File: src/rtl/cep_scratchpad_bd_pkg.sv
// Shared types and constants for the scratchpad backdoor responder.
// Contents: FSM state enum bd_state_t, data/mask widths and the byte-offset
// width that separates a byte address from a 64-bit word address.
package cep_scratchpad_bd_pkg;

  localparam int BD_DATA_W   = 64;
  localparam int BD_MASK_W   = 8;
  localparam int BD_BYTE_OFS = 3;

  typedef enum logic [1:0] {
    IDLE,
    ISSUE,
    READ_WAIT,
    RESP
  } bd_state_t;

endpackage

File: src/rtl/scratchpad_backdoor_responder.sv
// Purpose: shares the scratchpad memory port between the system requester and a
//   64-bit backdoor read/write command channel; one backdoor op in flight.
// Latency: accept at T -> write rsp T+2, read rsp T+3, address error rsp T+1
//   (plus up to SYS_STARVE_LIMIT cycles while the system holds the port).
// Backpressure: bd_req_ready only in IDLE; a response is held until bd_rsp_ready,
//   and the memory port reverts to the system while it waits.
// Ports:
//   clk, rst                  clock, synchronous active-high reset
//   bd_req_* / bd_rsp_*       backdoor request and response valid/ready channels
//   sys_*                     system requester (granted combinationally via sys_gnt_o)
//   sp_*                      scratchpad memory port (1-cycle registered read data)
module scratchpad_backdoor_responder
  import cep_scratchpad_bd_pkg::*;
#(
  parameter int SP_ADDR_WIDTH    = 13,
  parameter int SYS_STARVE_LIMIT = 4
) (
  input  logic                     clk,
  input  logic                     rst,

  input  logic                     bd_req_valid,
  output logic                     bd_req_ready,
  input  logic                     bd_req_write,
  input  logic [31:0]              bd_req_addr,
  input  logic [BD_DATA_W-1:0]     bd_req_wdata,
  input  logic [BD_MASK_W-1:0]     bd_req_mask,

  output logic                     bd_rsp_valid,
  input  logic                     bd_rsp_ready,
  output logic [BD_DATA_W-1:0]     bd_rsp_rdata,
  output logic                     bd_rsp_err,

  input  logic                     sys_req_i,
  input  logic                     sys_write_i,
  input  logic [SP_ADDR_WIDTH-1:0] sys_addr_i,
  input  logic [BD_DATA_W-1:0]     sys_wdata_i,
  input  logic [BD_MASK_W-1:0]     sys_mask_i,
  output logic                     sys_gnt_o,
  output logic [BD_DATA_W-1:0]     sys_rdata_o,

  output logic                     sp_write_o,
  output logic [SP_ADDR_WIDTH-1:0] sp_addr_o,
  output logic [BD_DATA_W-1:0]     sp_wdata_o,
  output logic [BD_MASK_W-1:0]     sp_mask_o,
  input  logic [BD_DATA_W-1:0]     sp_rdata_i
);

  localparam logic [3:0] STARVE_LIM = 4'(SYS_STARVE_LIMIT);

  bd_state_t              state;
  logic                   lat_write;
  logic [SP_ADDR_WIDTH-1:0] lat_waddr;
  logic [BD_DATA_W-1:0]   lat_wdata;
  logic [BD_MASK_W-1:0]   lat_mask;
  logic [3:0]             starve_cnt;
  logic                   rsp_valid_q;
  logic [BD_DATA_W-1:0]   rsp_rdata_q;
  logic                   rsp_err_q;

  logic bd_accept;
  logic bd_addr_bad;
  logic bd_owns_port;

  // Ready is masked by rst so requests presented during reset are never taken.
  assign bd_req_ready = (state == IDLE) & ~rst;
  assign bd_accept    = bd_req_valid & bd_req_ready;

  // Byte address must be word aligned and lie inside the 2^(W+3)-byte window.
  assign bd_addr_bad = (bd_req_addr[BD_BYTE_OFS-1:0] != '0) |
                       ((bd_req_addr >> (SP_ADDR_WIDTH + BD_BYTE_OFS)) != 32'd0);

  // The backdoor only ever drives the port during ISSUE, and only when the
  // system is idle or has already been granted STARVE_LIM times in a row.
  // Not gated by rst: a write on the port in the rst cycle still lands.
  assign bd_owns_port = (state == ISSUE) & (~sys_req_i | (starve_cnt == STARVE_LIM));

  always_ff @(posedge clk) begin
    if (rst) begin
      state       <= IDLE;
      starve_cnt  <= '0;
      rsp_valid_q <= 1'b0;
      rsp_rdata_q <= '0;
      rsp_err_q   <= 1'b0;
    end else begin
      case (state)
        IDLE: begin
          if (bd_accept) begin
            lat_write   <= bd_req_write;
            lat_waddr   <= bd_req_addr[SP_ADDR_WIDTH+BD_BYTE_OFS-1:BD_BYTE_OFS];
            lat_wdata   <= bd_req_wdata;
            lat_mask    <= bd_req_mask;
            rsp_rdata_q <= '0;
            if (bd_addr_bad) begin
              rsp_err_q   <= 1'b1;
              rsp_valid_q <= 1'b1;
              state       <= RESP;
            end else begin
              rsp_err_q <= 1'b0;
              state     <= ISSUE;
            end
          end
        end

        ISSUE: begin
          if (bd_owns_port) begin
            starve_cnt <= '0;
            if (lat_write) begin
              rsp_valid_q <= 1'b1;
              state       <= RESP;
            end else begin
              state <= READ_WAIT;
            end
          end else if (starve_cnt != STARVE_LIM) begin
            // Lost to the system; never exceeds the limit because reaching it
            // forces a backdoor win on the next ISSUE cycle.
            starve_cnt <= starve_cnt + 4'd1;
          end
        end

        READ_WAIT: begin
          rsp_rdata_q <= sp_rdata_i;
          rsp_valid_q <= 1'b1;
          state       <= RESP;
        end

        RESP: begin
          if (bd_rsp_ready) begin
            rsp_valid_q <= 1'b0;
            state       <= IDLE;
          end
        end

        default: state <= IDLE;
      endcase
    end
  end

  assign bd_rsp_valid = rsp_valid_q;
  assign bd_rsp_rdata = rsp_rdata_q;
  assign bd_rsp_err   = rsp_err_q;

  // Memory port mux: system mirror by default, backdoor only on its win cycle.
  always_comb begin
    sp_write_o = sys_write_i & sys_req_i;
    sp_addr_o  = sys_addr_i;
    sp_wdata_o = sys_wdata_i;
    sp_mask_o  = sys_mask_i;
    if (bd_owns_port) begin
      sp_write_o = lat_write;
      sp_addr_o  = lat_waddr;
      sp_wdata_o = lat_wdata;
      sp_mask_o  = lat_write ? lat_mask : '0;
    end
  end

  assign sys_gnt_o   = sys_req_i & ~bd_owns_port;
  assign sys_rdata_o = sp_rdata_i;

endmodule
File: config.mk
export PLATFORM = sky130hd
export DESIGN_NAME = scratchpad_backdoor_responder
export DESIGN_NICKNAME = d
export VERILOG_FILES = /design/src/rtl/cep_scratchpad_bd_pkg.sv /design/src/rtl/scratchpad_backdoor_responder.sv
export SDC_FILE = /design/constraint.sdc
export NUM_CORES = 1
export LEC_CHECK = 0
export BUFFER_PORTS_ARGS = -buffer_cell sky130_fd_sc_hd__buf_2
export CAP_MARGIN = 15
export CORE_AREA = 5 5 182 184
export DETAILED_ROUTE_END_ITERATION = 8
export DIE_AREA = 0 0 187 189
export PLACE_DENSITY = 0.48
export SLEW_MARGIN = 5
export SYNTH_ARGS = -nofsm -noshare
export SYNTH_HDL_FRONTEND = slang
export SYNTH_SLANG_ARGS = --single-unit
File: constraint.sdc
create_clock -name clk -period 10 [get_ports clk]
set_input_delay 0.5 -clock clk [delete_from_list [all_inputs] [get_ports clk]]
set_output_delay 0.5 -clock clk [all_outputs]
set_load 0.02 [all_outputs]
==> run_results.csv <==
group,metric,value,unit
run_status,outcome,"complete, no violations",
yosys,yosys.area.top_type_share,0.380,
global_routing,first_global_vias,6441,
yosys,yosysTopAreaCell,"edfxtp_1",
routing,drt.antenna.violating_nets,0,
worst_setup_path,startpoint_type,"register",
clock_tree,cts_setup_buffers,0,
routing,first_pass_iters,6,
cells_and_area,n_antenna_cell,0,
yosys,seq_area_frac_synth,0.592,
power,power_density,229,mW/mm2
clock_tree,cts_max_level,4,
sta,period_needed,3.35,ns
hold_path,hp-class,"input port to register",
floorplanning,die_w,187,um
yosys,synth_cells,693,
floorplanning,core_area,0.0312,mm2
routing,dr_wl_met3,2.06,mm
worst_setup_path,critPathMaxFanout,58,
power,p_total,2220,uW
power,irDropWorstVdd,0.110,mV
placed_design,io_buffers,477,
cells_and_area,drive_gt1_frac,0.475,
clock_tree,path_clk_slew,0.07,ns
cells_and_area,fin_area,0.00969,mm2
sta,setup_ws,6.65,ns
cells_and_area,layout.nets,1360,
routing,first_iter_violations,200,
job,drv_cap,0,
worst_setup_path,arrival,2.85,ns
clock_tree,numCtsBuffers,17,
routing,drc,0,
yosys,synth_area,0.00680,mm2
yosys,synth_nets,961,
sta,max-slew-margin-rel,0.384,
routing,avgViaCountPerCell,4.15,
cells_and_area,final_core_util,0.310,
clock_tree,clkSinkCount,158,
routing,wire_per_inst,15.8,um
clock_tree,cts_max_path_buffers,2,
floorplanning,start_util,0.218,
global_routing,grt.total_usage,0.128,
power,power_leakage,0.00473,uW
floorplanning,die-area,0.0353,mm2
global_routing,antenna_found_initial,2,
cells_and_area,synthToLayoutAreaGrowth,42.4,%
yosys,synth.avg_cell_area,9.81,um2
sta,hold_viol,0,
clock_tree,clk_latency,0.42,ns
routing,top_layer_used,"met5",
clock_tree,postCtsHoldBufs,0,
floorplanning,boundaryPins,478,
cells_and_area,register_area,0.00402,mm2
sta,worst_slew_pin_slew,0.924,ns
placed_design,gp_congestion,0.774,
yosys,ys_types,33,
placed_design,postPlaceCellArea,0.00912,mm2
yosys,yosysWarnings,0,
sta,period_share,0.335,
sta,timing.fmax,0.298,GHz
routing,drt-total-wl,23.7,mm
sta,setup_tns,0,ns
global_routing,grt_pass1_wl,35.7,mm
worst_setup_path,crit_path_end_kind,"output pin",
placed_design,hpwl,18.2,mm
sta,slew_viol_final,0,
yosys,synth-seq-cells,158,
clock_tree,ctsResizeCount,0,
clock_tree,clock-root-buffer,"clkbuf_16",
floorplanning,num_rows,65,
placed_design,post-place-ws,6.81,ns
sta,rsz0062_at_grt,"false",
yosys,synthTopCellsByArea,"edfxtp_1, dfxtp_1, nand2_1",
global_routing,grt_max_degree,86,
worst_setup_path,path_class,"register to output pin",
sta,finalSetupViolations,0,
routing,via_count,6249,
cells_and_area,multi_input_area,0.00214,mm2
cells_and_area,fill_cells,3369,
global_routing,grt_overflow,0,
worst_setup_path,crit_required,9.50,ns
floorplanning,die_y,189,um
clock_tree,cts_tree,"done",
routing,met1Wirelength,9.50,mm
routing,wl_met2,12.0,mm
sta,clock_skew,0.0216,ns
-- layer usage --
layer,vias to the layer above,GRT usage
met3,12,0.0489
met5,-,0
met2,310,0.229
met4,4,0.0290
li1,3070,-
met1,2853,0.145
-- cells by family after synthesis --
logic type,synth area share
and+or+nand+nor,0.189
DFF,0.592
buffers and inverters,0.0995
AOI/OAI and AO/OA,0.101
adders and majority gates,0.0147
muxes,0.00368
-- state kept, by name, indices dropped and copies added (netlist names) --
name	cells
lat_waddr	13
lat_mask	8
bd_rsp_err	1
starve_cnt	4
bd_rsp_rdata	64
state	2
bd_rsp_valid	1
lat_wdata	64
lat_write	1
-- synthesized netlist by cell type --
library cell  count
a21oi_1           5
inv_1             6
a211oi_1          1
a32oi_1           1
buf_2            19
o21bai_1          1
nand3_1           2
nor4_1            3
clkbuf_1         19
a2111oi_0         1
nand4b_1          1
nor2_1           69
nor4_2            1
mux2i_1           1
a21o_1            1
a21oi_2           3
mux2_4            1
a22oi_1          64
nor4_4            1
o21ai_0           4
ha_1              8
nor2b_1           4
and3_1            2
buf_4            65
dfxtp_1          72
nand2_1         235
a22o_1            8
a211o_2           1
a21boi_0          2
edfxtp_1         86
nand3b_1          1
nand4_1           1
nand2b_1          4
-- metrics by stage --
| stage | std cells | hold WS [ns] |
|---|---|---|
| 6_report | 1507 | 0.256 |
| 5_1_grt | 1507 | 0.218 |
| 4_1_cts | 1507 | 0.219 |
| 3_5_place_dp | 1475 | 0.462 |
| 3_3_place_gp | 1475 | 0.458 |
| 2_1_floorplan | 693 | 0.449 |
-- cell type report --
class | count | area share
timing repair buffer | 483 | 0.251
multi-input combinational | 426 | 0.221
clock buffer | 17 | 0.0439
clock inverter | 15 | 0.0146
tap | 402 | 0.0519
sequential | 158 | 0.415
inverter | 6 | 0.00233
-- path summary, 6_finish.rpt --
path	start	end	slack, ns	cells past startpoint
max	state[1]	sp_write_o	6.65	8
min	bd_req_wdata[39]	lat_wdata[39]	0.26	1
max reg2reg	state[0]	lat_wdata[62]	7.27	5
min reg2reg	bd_rsp_err	bd_rsp_err	0.47	2
-- power breakdown --
part / switching (uW) / internal (uW)
Clock: 293 / 341
Combinational: 507 / 252
Sequential: 39.4 / 789
Total: 840 / 1380
-- worst max-delay path, stage by stage (launching register included) --
cell and delay [ns]:
dfxtp_1 0.34, inv_1 0.13, ha_1 0.24, inv_1 0.11
a21oi_4 0.52, buf_4 0.60, nor2b_1 0.12, a21o_1 0.19
buf_2 0.15
-- cell usage in the layout, fill, tap and decap left out, types with 2 or more instances in the layout --
cell type,Yosys,final
buf_2,19,477
nand2b_1,4,4
a22o_1,8,8
dfxtp_1,72,72
nor2_1,69,68
a22oi_1,64,64
inv_1,6,6
o21ai_0,4,4
a21oi_4,0,2
nor4_1,3,3
ha_1,8,8
buf_4,65,6
a21oi_1,5,5
edfxtp_1,86,86
inv_8,0,4
nor2b_1,4,4
clkinv_2,0,2
inv_6,0,6
nand2_1,235,234
clkbuf_16,0,17
and3_1,2,2
nand3_1,2,2
(Power assumes the default switching activity.)
